File: config.mk
export PLATFORM = sky130hd
export DESIGN_NAME = pc_sequencer
export DESIGN_NICKNAME = d
export VERILOG_FILES = /design/src/rtl/pc_sequencer.sv
export SDC_FILE = /design/constraint.sdc
export NUM_CORES = 1
export LEC_CHECK = 0
export ABC_CLOCK_PERIOD_IN_PS = 5100
export CAP_MARGIN = 40
export CORE_MARGIN = 10
export CORE_UTILIZATION = 58
export CTS_CLUSTER_DIAMETER = 60
export CTS_CLUSTER_SIZE = 8
export DETAILED_ROUTE_END_ITERATION = 8
export PLACE_DENSITY = 0.8
export RECOVER_POWER = 50
export SETUP_SLACK_MARGIN = 0.15
export SKIP_LAST_GASP = 1
export SLEW_MARGIN = 20
export SYNTH_ARGS = -nofsm -noshare
export SYNTH_HDL_FRONTEND = slang
export SYNTH_SLANG_ARGS = --single-unit
File: constraint.sdc
create_clock -name clk -period 5.1 [get_ports clk]
set_input_delay 0.51 -clock clk [delete_from_list [all_inputs] [get_ports clk]]
set_output_delay 0.51 -clock clk [all_outputs]
set_load 0.02 [all_outputs]
File: src/rtl/pc_sequencer.sv
// Program counter / sequencer for the flow-control instruction memory.
// Supports absolute jumps, internal delay counting, a hardware loop stack and sticky stack errors.
module pc_sequencer #(
  parameter int unsigned    AW         = 8,
  parameter int unsigned    CW         = 32,
  parameter int unsigned    LCW        = 8,
  parameter int unsigned    LOOP_DEPTH = 4,
  parameter logic [AW-1:0]  RST_ADDR   = '0,
  parameter logic [AW-1:0]  START_ADDR = AW'(2)
) (
  input  logic           clk,
  input  logic           rst,
  input  logic           start,
  input  logic           pchalt,
  input  logic           stop_req,
  input  logic           jump_req,
  input  logic [AW-1:0]  jump_addr,
  input  logic           delay_req,
  input  logic [CW-1:0]  delay_val,
  input  logic           loop_push,
  input  logic [LCW-1:0] loop_cnt,
  input  logic           loop_end,
  output logic [AW-1:0]  pcout,
  output logic           running,
  output logic           in_delay,
  output logic           count_done,
  output logic           stack_ovf,
  output logic           stack_unf
);

  localparam int unsigned SPW = $clog2(LOOP_DEPTH + 1);
  localparam int unsigned IW  = (LOOP_DEPTH > 1) ? $clog2(LOOP_DEPTH) : 1;

  typedef enum logic [1:0] {StIdle, StRun, StDelay} state_e;

  state_e         state_q, state_d;
  logic [AW-1:0]  pc_q, pc_d;
  logic [CW-1:0]  cnt_q, cnt_d;
  logic [SPW-1:0] sp_q, sp_d;
  logic [AW-1:0]  stk_addr_q [LOOP_DEPTH];
  logic [AW-1:0]  stk_addr_d [LOOP_DEPTH];
  logic [LCW-1:0] stk_cnt_q  [LOOP_DEPTH];
  logic [LCW-1:0] stk_cnt_d  [LOOP_DEPTH];
  logic           ovf_q, ovf_d;
  logic           unf_q, unf_d;
  logic           done_q, done_d;

  logic [AW-1:0]  pc_inc;
  logic [IW-1:0]  top_idx;
  logic [IW-1:0]  push_idx;
  logic           stk_empty;
  logic           stk_full;

  always_comb begin
    state_d    = state_q;
    pc_d       = pc_q;
    cnt_d      = cnt_q;
    sp_d       = sp_q;
    stk_addr_d = stk_addr_q;
    stk_cnt_d  = stk_cnt_q;
    ovf_d      = ovf_q;
    unf_d      = unf_q;
    done_d     = 1'b0;
    pc_inc     = pc_q + 1'b1;
    top_idx    = IW'(sp_q - 1'b1);
    push_idx   = IW'(sp_q);
    stk_empty  = (sp_q == '0);
    stk_full   = (sp_q == SPW'(LOOP_DEPTH));

    // A halted cycle drops every strobe and leaves all state untouched.
    if (!pchalt) begin
      unique case (state_q)
        StIdle: begin
          if (start) begin
            pc_d    = START_ADDR;
            state_d = StRun;
          end
        end
        StRun: begin
          if (stop_req) begin
            state_d = StIdle;
          end else if (jump_req) begin
            pc_d = jump_addr;
          end else if (loop_end) begin
            if (stk_empty) begin
              unf_d = 1'b1;
              pc_d  = pc_inc;
            end else if (stk_cnt_q[top_idx] == '0) begin
              sp_d = sp_q - 1'b1;
              pc_d = pc_inc;
            end else begin
              stk_cnt_d[top_idx] = stk_cnt_q[top_idx] - 1'b1;
              pc_d               = stk_addr_q[top_idx];
            end
          end else if (loop_push) begin
            pc_d = pc_inc;
            if (stk_full) begin
              ovf_d = 1'b1;
            end else begin
              stk_addr_d[push_idx] = pc_inc;
              stk_cnt_d[push_idx]  = loop_cnt;
              sp_d                 = sp_q + 1'b1;
            end
          end else if (delay_req) begin
            if (delay_val < CW'(2)) begin
              pc_d   = pc_inc;
              done_d = 1'b1;
            end else begin
              // Request cycle plus DELAY cycles down to zero give delay_val cycles of hold.
              cnt_d   = delay_val - CW'(2);
              state_d = StDelay;
            end
          end else begin
            pc_d = pc_inc;
          end
        end
        StDelay: begin
          if (stop_req) begin
            state_d = StIdle;
            cnt_d   = '0;
          end else if (cnt_q == '0) begin
            pc_d    = pc_inc;
            done_d  = 1'b1;
            state_d = StRun;
          end else begin
            cnt_d = cnt_q - 1'b1;
          end
        end
        default: state_d = StIdle;
      endcase
    end
  end

  always_ff @(posedge clk) begin
    if (rst) begin
      state_q <= StIdle;
      pc_q    <= RST_ADDR;
      cnt_q   <= '0;
      sp_q    <= '0;
      ovf_q   <= 1'b0;
      unf_q   <= 1'b0;
      done_q  <= 1'b0;
      for (int i = 0; i < int'(LOOP_DEPTH); i++) begin
        stk_addr_q[i] <= '0;
        stk_cnt_q[i]  <= '0;
      end
    end else begin
      state_q    <= state_d;
      pc_q       <= pc_d;
      cnt_q      <= cnt_d;
      sp_q       <= sp_d;
      ovf_q      <= ovf_d;
      unf_q      <= unf_d;
      done_q     <= done_d;
      stk_addr_q <= stk_addr_d;
      stk_cnt_q  <= stk_cnt_d;
    end
  end

  assign pcout      = pc_q;
  assign running    = (state_q != StIdle);
  assign in_delay   = (state_q == StDelay);
  assign count_done = done_q;
  assign stack_ovf  = ovf_q;
  assign stack_unf  = unf_q;

endmodule

==> results.sh, run 1 <==
export IMPL_start_util_pct=58.9
export IMPL_cp_top_family="simple AND/OR/NAND/NOR gates"
export IMPL_ys_warnings_count=0
export IMPL_fmax_mhz=243
export IMPL_holdPathStages=2
export IMPL_drive_above_1_share_pct=7.05
export IMPL_async_reset_ff_share_pct=0
export IMPL_pin_count=70
export IMPL_ctsHoldBuffers=0
export IMPL_drtIter0Drc=899
export IMPL_fin_cells=1027
export IMPL_hold_end="cnt_q[18]"
export IMPL_synth_most_common_cell="nor2_1"
export IMPL_synthCells=845
export IMPL_netlist_area_um2=7010
export IMPL_grt_overflow=0
export IMPL_synth_area_leaders="dfxtp_1 32%, nor2_1 6.8%, mux4_2 5.1%"
export IMPL_p_int_w=0.00144
export IMPL_n_fill_cell=986
export IMPL_drc=0
export IMPL_fin_crit_sh_pct=80.6
export IMPL_die_area_um2=16900
export IMPL_timing_reg2reg_setup_slack_ps=1100
export IMPL_htreeDepth=3
export IMPL_core_region_area_um2=11900
export IMPL_crit_chain="dlygate4sd3_1, nor4_1, nand3_1, nor3_2, a2bb2oi_1, buf_4, o311ai_0, o31ai_1"
export IMPL_power_frac_comb_pct=24.6
export IMPL_required_ps=5370
export IMPL_reg2reg_from="sp_q[1]"
export IMPL_grt_pass1_vias=6843
export IMPL_port_buffers=69
export IMPL_yosys_area_top_type="dfxtp_1"
export IMPL_grt_max_degree=79
export IMPL_p_sw_share_pct=35.0
export IMPL_finClkSkew_ps=10.9
export IMPL_critPathMaxFanout=19
export IMPL_cts_buffer_depth=2
export IMPL_post_drt_via_cell_ratio=6.93
export IMPL_tightest_slew_ps=1500
export IMPL_synth_edf_count=0
export IMPL_cts_buffers=9
export IMPL_maxSlewHeadroom_pct=-0.0836
export IMPL_r2r_end="stk_cnt_q[29]"
export IMPL_hp_class="reg2reg"
export IMPL_startpoint_type="input port"
export IMPL_worst_endpoint_arrival_ps=4380
export IMPL_vdd_drop_max_uv=262
export IMPL_path_clk_slew_ps=80
export IMPL_via_count=7113
export IMPL_crit_type="in2reg"
export IMPL_fp_dieW_um=130
export IMPL_end_kind="flip-flop"
export IMPL_leakagePower_nw=2.74
export IMPL_clkLatencyLatePin_ps=370
export IMPL_seqPwrFrac_pct=41.2
export IMPL_synth_common_cells="127 x nor2_1, 112 x dfxtp_1, 57 x a21oi_1"
export IMPL_reg2reg_depth=9
export IMPL_firstDrtPassIters=6
export IMPL_grt_pass1_wl_mm=34.5
export IMPL_drv_slew=36
export IMPL_yosys_register_bits=112
export IMPL_cts_resized=0
export IMPL_hpwl_mm=14.7
export IMPL_nets=946
export IMPL_critPathBufInv=2
export IMPL_min_delay_start="cnt_q[18]"
export IMPL_synth_seq_area_share_pct=32.0
export IMPL_switchingPower_w=0.000774
export IMPL_grt_usage_pct=24.8
export IMPL_root_buffer="clkbuf_16"
export IMPL_ys_types=70
export IMPL_grt_antenna_before_repair=0
export IMPL_synth_flop_cell="dfxtp_1"
export IMPL_wl_mm=21.0
export IMPL_rsz0062_at_grt="no"
export IMPL_cts_tree="yes"
export IMPL_fin_hold_ws_ps=478
export IMPL_die_height_um=130
export IMPL_power_frac_clock_pct=34.2
export IMPL_cpMaxStageDelayCell="a2bb2oi_1"
export IMPL_max_cap_violations=1
export IMPL_finalPower_w=0.00221
export IMPL_syn_avg_cell_area_um2=8.30
export IMPL_violations="max-capacitance violations, max-slew violations"
export IMPL_diodes=0
export IMPL_hold_violations=0
export IMPL_drtAntennaViolNets=0
export IMPL_yosys_area_top_type_share_pct=32.0
export IMPL_status="complete, but fails checks"
export IMPL_crit_path_max_incr_delay_ps=950
export IMPL_cts_setup_buffers=0
export IMPL_setup_viol=0
export IMPL_rows=40
export IMPL_p_per_area_nw_per_um2=276
export IMPL_syn_nets=916
export IMPL_post_route_min_period_ps=4110
export IMPL_wire_per_inst_um=20.5
export IMPL_gp_congestion=0.972
export IMPL_dp_cells=1010
export IMPL_syn_to_final_growth_pct=14.2
export IMPL_setup_tns_ps=0
export IMPL_clkSinkCount=112
==> how the worst max path moves through the flow <==
stage	slack [ps]	depth (start not counted)	endpoint	from
after detailed placement	1310	8	cnt_q[10]	delay_val[14]
after CTS	1460	9	stk_cnt_q[29]	sp_q[1]
final	990	8	cnt_q[10]	delay_val[14]
after global routing	670	8	cnt_q[19]	delay_val[14]
after floorplan	970	13	pcout[1]	sp_q[0]
after global placement	1470	8	cnt_q[25]	delay_val[14]
==> power by group through the flow <==
stage	Clock, W	Sequential [W]	Combinational [W]
2_1_floorplan	0	0.000927	0.000354
3_3_place_gp	0	0.000929	0.000517
3_5_place_dp	0	0.000930	0.000528
4_1_cts	0.000765	0.000910	0.000532
5_1_grt	0.000796	0.000913	0.000584
6_report	0.000757	0.000911	0.000545
==> state kept, by name (all words and copies together) (netlist names) <==
register	cells
cnt_q	32
count_done	1
pcout	8
sp_q	3
stack_ovf	1
stack_unf	1
state_q	2
stk_addr_q	32
stk_cnt_q	32
==> worst reg2reg max path: stages (launching register included) <==
cell and delay [ps]:
dfxtp_1 420, inv_1 120, ha_1 610, clkbuf_1 540, mux4_2 630, nor3b_1 550
nand3_1 210, o2111a_1 410, o21ai_0 300, a21oi_1 70
==> cell families after synthesis <==
group / synth area share (%)
DFF: 32.0
buffers and inverters: 4.80
xor gates and xnor gates: 4.99
AOI/OAI and AO/OA: 28.3
and+or+nand+nor: 21.3
adders and majority gates: 2.50
muxes: 6.14
==> metal layers <==
layer | global-route usage, % | wire [um] | vias up
met3 | 5.07 | 1890 | 45
li1 | - | - | 3286
met1 | 30.5 | 8390 | 3362
met5 | 0 | 0 | -
met4 | 8.80 | 377 | 0
met2 | 42.2 | 10400 | 420
==> area by class of cell <==
cell class              count  area (um2)  area share (%)
clock buffers               9         225            2.81
repair buffers             81         758            9.47
flip-flops and latches    112        2240            28.0
multi-input cells         649        4420            55.2
well taps                 147         184            2.30
clock inverters             7        93.8            1.17
inverters                  22        82.6            1.03
==> through the flow <==
| step | utilization (%) | area, um2 | worst slack, ps |
|---|---|---|---|
| CTS | 67.4 | 8030 | 1460 |
| global placement | 64.7 | 7700 | 1470 |
| global route | 67.2 | 8010 | 672 |
| detailed placement | 64.7 | 7710 | 1310 |
| finish | 67.2 | 8010 | 987 |
| floorplan | - | 7010 | 969 |
==> layout by cell type, fill, tap and decap left out, drive strengths merged, types with 16 or more instances in the layout <==
master,count
nor2,127
dfxtp,112
a21oi,58
clkdlybuf4s50,53
a211oi,42
nor3,38
o21ai,35
inv,28
nand2,27
o311ai,27
a22oi,27
xor2,24
nand3,18
nor4,18
or3,17
mux4,16
xnor2,16
a31oi,16
(Power assumes the default switching activity.)
==> run 2: changes to the inputs <==
--- a/config.mk
+++ b/config.mk
@@ -5,14 +5,14 @@
 export SDC_FILE = /design/constraint.sdc
 export NUM_CORES = 1
 export LEC_CHECK = 0
-export ABC_CLOCK_PERIOD_IN_PS = 5100
+export ABC_CLOCK_PERIOD_IN_PS = 3750
 export CAP_MARGIN = 40
 export CORE_MARGIN = 10
-export CORE_UTILIZATION = 58
+export CORE_UTILIZATION = 52
 export CTS_CLUSTER_DIAMETER = 60
 export CTS_CLUSTER_SIZE = 8
 export DETAILED_ROUTE_END_ITERATION = 8
-export PLACE_DENSITY = 0.8
+export PLACE_DENSITY = 0.76
 export RECOVER_POWER = 50
 export SETUP_SLACK_MARGIN = 0.15
 export SKIP_LAST_GASP = 1
==> constraint.sdc (replaced) <==
create_clock -name clk -period 3.75 [get_ports clk]
set_input_delay 0.375 -clock clk [delete_from_list [all_inputs] [get_ports clk]]
set_output_delay 0.375 -clock clk [all_outputs]
set_load 0.02 [all_outputs]
==> run 2 against run 1 <==
  * The flow now finishes without violations
  * Critical endpoint is now stk_addr_q[15]
  * Critical path depth is 1 lower
  * Sequential share of layout area is 0.54 points lower
  * Die area is 9.7% higher
  * Largest power group unchanged
  * Global-route usage is 1.5 points lower
  * Clock power is 33% higher
==> results.sh, run 2 (synthesis results as in run 1) <==
export IMPL_post_drt_via_cell_ratio=6.60
export IMPL_critPathMaxFanout=14
export IMPL_via_count=7068
export IMPL_fp_dieW_um=136
export IMPL_diodes=0
export IMPL_drc=0
export IMPL_cp_startpoint="state_q[1]"
export IMPL_htreeDepth=3
export IMPL_hold_violations=0
export IMPL_grt_pass1_wl_mm=35.6
export IMPL_post_route_min_period_ps=3370
export IMPL_maxSlewHeadroom_pct=38.7
export IMPL_rows=42
export IMPL_clkSinkCount=112
export IMPL_grt_max_degree=79
export IMPL_top_regs="cnt_q (32), stk_addr_q (32), stk_cnt_q (32)"
export IMPL_hp_class="reg2reg"
export IMPL_cts_tree="yes"
export IMPL_port_buffers=69
export IMPL_die_height_um=136
export IMPL_path_clk_slew_ps=80
export IMPL_clkLatencyLatePin_ps=360
export IMPL_drtIter0Drc=900
export IMPL_final_area_um2=8170
export IMPL_ctsHoldBuffers=0
export IMPL_max_cap_violations=0
export IMPL_crit_type="reg2reg"
export IMPL_startpoint_type="flip-flop"
export IMPL_grt_antenna_before_repair=0
export IMPL_end_kind="flip-flop"
export IMPL_grt_usage_pct=23.3
export IMPL_rsz0062_at_grt="no"
export IMPL_drive_above_1_share_pct=8.83
export IMPL_r2r_end="stk_addr_q[15]"
export IMPL_pin_count=70
export IMPL_seqPwrFrac_pct=41.1
export IMPL_drv_slew=0
export IMPL_layout_commonest_cell="nor2_1"
export IMPL_wire_per_inst_um=20.4
export IMPL_grt_overflow=0
export IMPL_reg2reg_depth=7
export IMPL_wl_mm=21.8
export IMPL_n_fill_cell=1169
export IMPL_fin_crit_sh_pct=89.8
export IMPL_cts_buffers=9
export IMPL_core_region_area_um2=13200
export IMPL_worst_endpoint_arrival_ps=3640
export IMPL_tightest_slew_ps=913
export IMPL_vdd_drop_max_uv=260
export IMPL_p_per_area_nw_per_um2=369
export IMPL_syn_to_final_growth_pct=16.4
export IMPL_cts_buffer_depth=2
export IMPL_start_util_pct=53.0
export IMPL_p_sw_share_pct=32.9
export IMPL_timing_reg2reg_setup_slack_ps=380
export IMPL_dpl_instance_area_um2=7890
export IMPL_finClkSkew_ps=11.8
export IMPL_setup_tns_ps=0
export IMPL_grt_pass1_vias=7018
export IMPL_setup_worst_path_end="stk_addr_q[15]"
export IMPL_p_int_w=0.00202
export IMPL_leakagePower_nw=2.81
export IMPL_nets=962
export IMPL_setup_viol=0
export IMPL_root_buffer="clkbuf_16"
export IMPL_gp_congestion=0.926
export IMPL_reg2reg_from="state_q[1]"
export IMPL_required_ps=4020
export IMPL_switchingPower_w=0.000990
export IMPL_status="completed"
export IMPL_die_area_um2=18500
export IMPL_fmax_mhz=297
export IMPL_drtAntennaViolNets=0
export IMPL_hpwl_mm=15.4
export IMPL_power_frac_clock_pct=33.4
export IMPL_firstDrtPassIters=7
export IMPL_power_frac_comb_pct=25.5
export IMPL_layout_common_cells="127 x nor2_1, 112 x dfxtp_1, 57 x a21oi_1"
[run 2: changes by cell type in the layout (fill, tap and decap cells not counted), sizes merged]
cell / delta
dlygate4sd3: -1
clkdlybuf4s50: +1
clkinv: +1
buf: +16
bufinv: +1
clkbuf: +1
inv: -5
clkinvlp: +1
[run 2: worst max-delay path, cell delays in order, from the launching register on]
cell and delay (ps):
dfxtp_1 350, inv_1 90, ha_1 340, or4b_2 700, a211oi_1 600, and2_0 810, nor2_1 130, a211oi_1 260
[run 2: routing by layer]
layer | track usage [%] | part of all wire, % | up-vias
met2 | 39.4 | 49 | 328
met3 | 3.87 | 6.5 | 63
met5 | 0 | 0 | -
li1 | - | - | 3318
met4 | 9.88 | 2.8 | 0
met1 | 28.8 | 42 | 3359
[run 2: cell type report]
class / count / area, um2 / area share [%]
multi-input combinational: 649 / 4440 / 54.3
sequential: 112 / 2240 / 27.5
clock inverter: 5 / 66.3 / 0.812
inverter: 22 / 82.6 / 1.01
tap: 176 / 220 / 2.70
clock buffer: 10 / 239 / 2.93
timing repair buffer: 97 / 881 / 10.8
[run 2: what timing repair did]
| action | 4_1_cts | 5_1_grt |
|---|---|---|
| setup endpoints to repair | 0 | 1 |
| resized for setup | 0 | 1 |
| buffers inserted | 0 | 0 |
[run 2: power groups by stage]
stage                     Combinational, W  Sequential (W)  Clock (W)
after floorplan                   0.000481         0.00126          0
after global placement            0.000738         0.00126          0
after detailed placement          0.000749         0.00127          0
after CTS                         0.000753         0.00124    0.00101
after global routing              0.000818         0.00124    0.00106
final                             0.000766         0.00124    0.00101
[run 2: through the flow]
stage | cells | util, % | worst slack [ps] | hold WS, ps | total power (W)
5_1_grt | 1071 | 61.7 | 153 | 474 | 0.00312
3_3_place_gp | 1056 | 59.6 | 419 | 441 | 0.00200
6_report | 1071 | 61.7 | 383 | 469 | 0.00301
2_1_floorplan | 845 | - | 291 | 433 | 0.00174
4_1_cts | 1071 | 61.9 | 501 | 466 | 0.00300
3_5_place_dp | 1056 | 59.6 | 380 | 450 | 0.00201
[run 2: worst min path at each step]
stage                             start       endpoint  slack [ps]  depth (start not counted)
after floorplan               cnt_q[18]      cnt_q[18]         430                          2
after global placement    stk_addr_q[1]  stk_addr_q[1]         440                          2
after detailed placement      cnt_q[18]      cnt_q[18]         450                          2
after CTS                     cnt_q[18]      cnt_q[18]         470                          2
after global routing          cnt_q[18]      cnt_q[18]         470                          2
final                         cnt_q[18]      cnt_q[18]         470                          2
==> run 3: changes to the inputs <==
--- a/config.mk
+++ b/config.mk
@@ -7,16 +7,16 @@
 export LEC_CHECK = 0
 export ABC_CLOCK_PERIOD_IN_PS = 3750
 export CAP_MARGIN = 40
-export CORE_MARGIN = 10
-export CORE_UTILIZATION = 52
+export CELL_PAD_IN_SITES_DETAIL_PLACEMENT = 1
+export CELL_PAD_IN_SITES_GLOBAL_PLACEMENT = 2
+export CORE_UTILIZATION = 32
 export CTS_CLUSTER_DIAMETER = 60
 export CTS_CLUSTER_SIZE = 8
 export DETAILED_ROUTE_END_ITERATION = 8
-export PLACE_DENSITY = 0.76
+export PLACE_DENSITY = 0.77
 export RECOVER_POWER = 50
 export SETUP_SLACK_MARGIN = 0.15
 export SKIP_LAST_GASP = 1
-export SLEW_MARGIN = 20
 export SYNTH_ARGS = -nofsm -noshare
 export SYNTH_HDL_FRONTEND = slang
 export SYNTH_SLANG_ARGS = --single-unit
==> run 3 against run 2 <==
  * Via count down 3.6%
  * Global-route usage down 2.0 points
  * Combinational power up 2%
  * Largest power group unchanged
  * Worst setup slack better by 120 ps
  * Register-to-register slack better by 120 ps
  * Largest cell class unchanged
  * Critical path type unchanged
  * Worst hold slack worse by 34 ps
  * Fmax up 3.5%
  * Sequential share of layout area down 0.46 points
  * Cell count up 9.4%
  * Final area up 1.7%
  * Sequential power about the same
==> results.sh, run 3 (synthesis results as in run 1) <==
export IMPL_status="completed"
export IMPL_drc=0
export IMPL_grt_pass1_vias=6664
export IMPL_port_buffers=69
export IMPL_grt_overflow=0
export IMPL_drtIter0Drc=383
export IMPL_drtAntennaViolNets=0
export IMPL_crit_path_max_incr_delay_ps=720
export IMPL_grt_usage_pct=21.3
export IMPL_leakagePower_nw=2.82
export IMPL_critPathBufInv=2
export IMPL_rsz0062_at_grt="no"
export IMPL_die_height_um=150
export IMPL_path_clk_slew_ps=80
export IMPL_firstDrtPassIters=7
export IMPL_post_drt_via_cell_ratio=5.81
export IMPL_rows=53
export IMPL_syn_to_final_growth_pct=18.4
export IMPL_drv_slew=0
export IMPL_cts_buffers=9
export IMPL_maxSlewHeadroom_pct=41.0
export IMPL_finClkSkew_ps=11.2
export IMPL_core_region_area_um2=21300
export IMPL_n_fill_cell=2537
export IMPL_layout_common_cells="127 x nor2_1, 112 x dfxtp_1, 57 x a21oi_1"
export IMPL_fin_crit_sh_pct=86.7
export IMPL_clkSinkCount=112
export IMPL_pin_count=70
export IMPL_cp_common_cell="a211oi_1"
export IMPL_startpoint_type="flip-flop"
export IMPL_crit_chain="inv_1, ha_1, or4b_2, a211oi_1, and2_0, clkbuf_4, a211oi_1"
export IMPL_tightest_slew_ps=879
export IMPL_crit_type="reg2reg"
export IMPL_vdd_drop_max_uv=223
export IMPL_hp_class="in2reg"
export IMPL_critPathMaxFanout=13
export IMPL_drive_above_1_share_pct=8.92
export IMPL_start_util_pct=33.0
export IMPL_gp_congestion=0.814
export IMPL_worst_endpoint_arrival_ps=3480
export IMPL_die_area_um2=22500
export IMPL_setup_tns_ps=0
export IMPL_required_ps=3980
export IMPL_post_route_util_pct=39.0
export IMPL_cts_tree="yes"
export IMPL_grt_max_degree=52
export IMPL_grt_pass1_wl_mm=37.5
export IMPL_wire_per_inst_um=20.0
export IMPL_hpwl_mm=16.8
export IMPL_grt_antenna_before_repair=0
export IMPL_root_buffer="clkbuf_16"
export IMPL_nets=963
export IMPL_fmax_mhz=307
export IMPL_cp_top_family="simple AND/OR/NAND/NOR gates"
export IMPL_fp_dieW_um=150
export IMPL_layout_commonest_cell="nor2_1"
export IMPL_htreeDepth=3
export IMPL_end_kind="flip-flop"
export IMPL_p_per_area_nw_per_um2=360
export IMPL_cpMaxStageDelayCell="and2_0"
export IMPL_clkLatencyLatePin_ps=360
export IMPL_setup_viol=0
export IMPL_finalPower_w=0.00299
export IMPL_via_count=6814
export IMPL_ctsHoldBuffers=0
export IMPL_wl_mm=23.5
export IMPL_top_regs="cnt_q (32), stk_addr_q (32), stk_cnt_q (32)"
export IMPL_diodes=0
export IMPL_hold_violations=0
export IMPL_cts_setup_buffers=0
export IMPL_cts_buffer_depth=2
export IMPL_cts_resized=0
export IMPL_post_route_min_period_ps=3250
export IMPL_max_cap_violations=0
## run 3: area by class of cell
class                   instances  area [um2]  area share, %
clock buffers                   9         225           2.71
clock inverters                 7        63.8          0.768
inverters                      22        82.6          0.994
multi-input cells             649        4420           53.3
flip-flops and latches        112        2240           27.0
well taps                     275         344           4.14
repair buffers                 98         925           11.1
## run 3: path summary, 6_finish.rpt
kind / from / end / slack [ps] / cells after the start
worst max-delay path: state_q[1] / stk_addr_q[19] / 500 / 7
worst min-delay path: rst / stk_cnt_q[27] / 430 / 4
worst max register to register: state_q[1] / stk_addr_q[19] / 500 / 7
worst min register to register: stk_addr_q[1] / stk_addr_q[1] / 470 / 2
## run 3: worst register-to-register path: stages (launching register included)
cell	delay, ps
dfxtp_1	350
inv_1	90
ha_1	340
or4b_2	680
a211oi_1	590
and2_0	720
clkbuf_4	290
a211oi_1	60
## run 3: power breakdown
part | leakage (nW) | total (W) | internal [W] | switching [W]
combinational | 1.78 | 0.000779 | 0.000268 | 0.000511
clock | 0.136 | 0.000975 | 0.000466 | 0.000509
sequential | 0.903 | 0.00124 | 0.00121 | 0.0000260
## run 3: layer usage
layer / up-vias / global-route usage, % / wire length [um]
met5: - / 0 / 0
met4: 0 / 5.40 / 275
met3: 21 / 2.23 / 750
met2: 127 / 34.7 / 10900
met1: 3341 / 29.9 / 11500
li1: 3325 / - / -
## run 3: through the flow
step                instance area (um2)  hold WS, ps  std cells  worst slack, ps
finish                             8310          434       1172              498
global route                       8310          439       1172              204
CTS                                8340          415       1172              580
detailed placement                 8060          459       1156              388
global placement                   8030          445       1155              443
floorplan                          7030          433        845              291
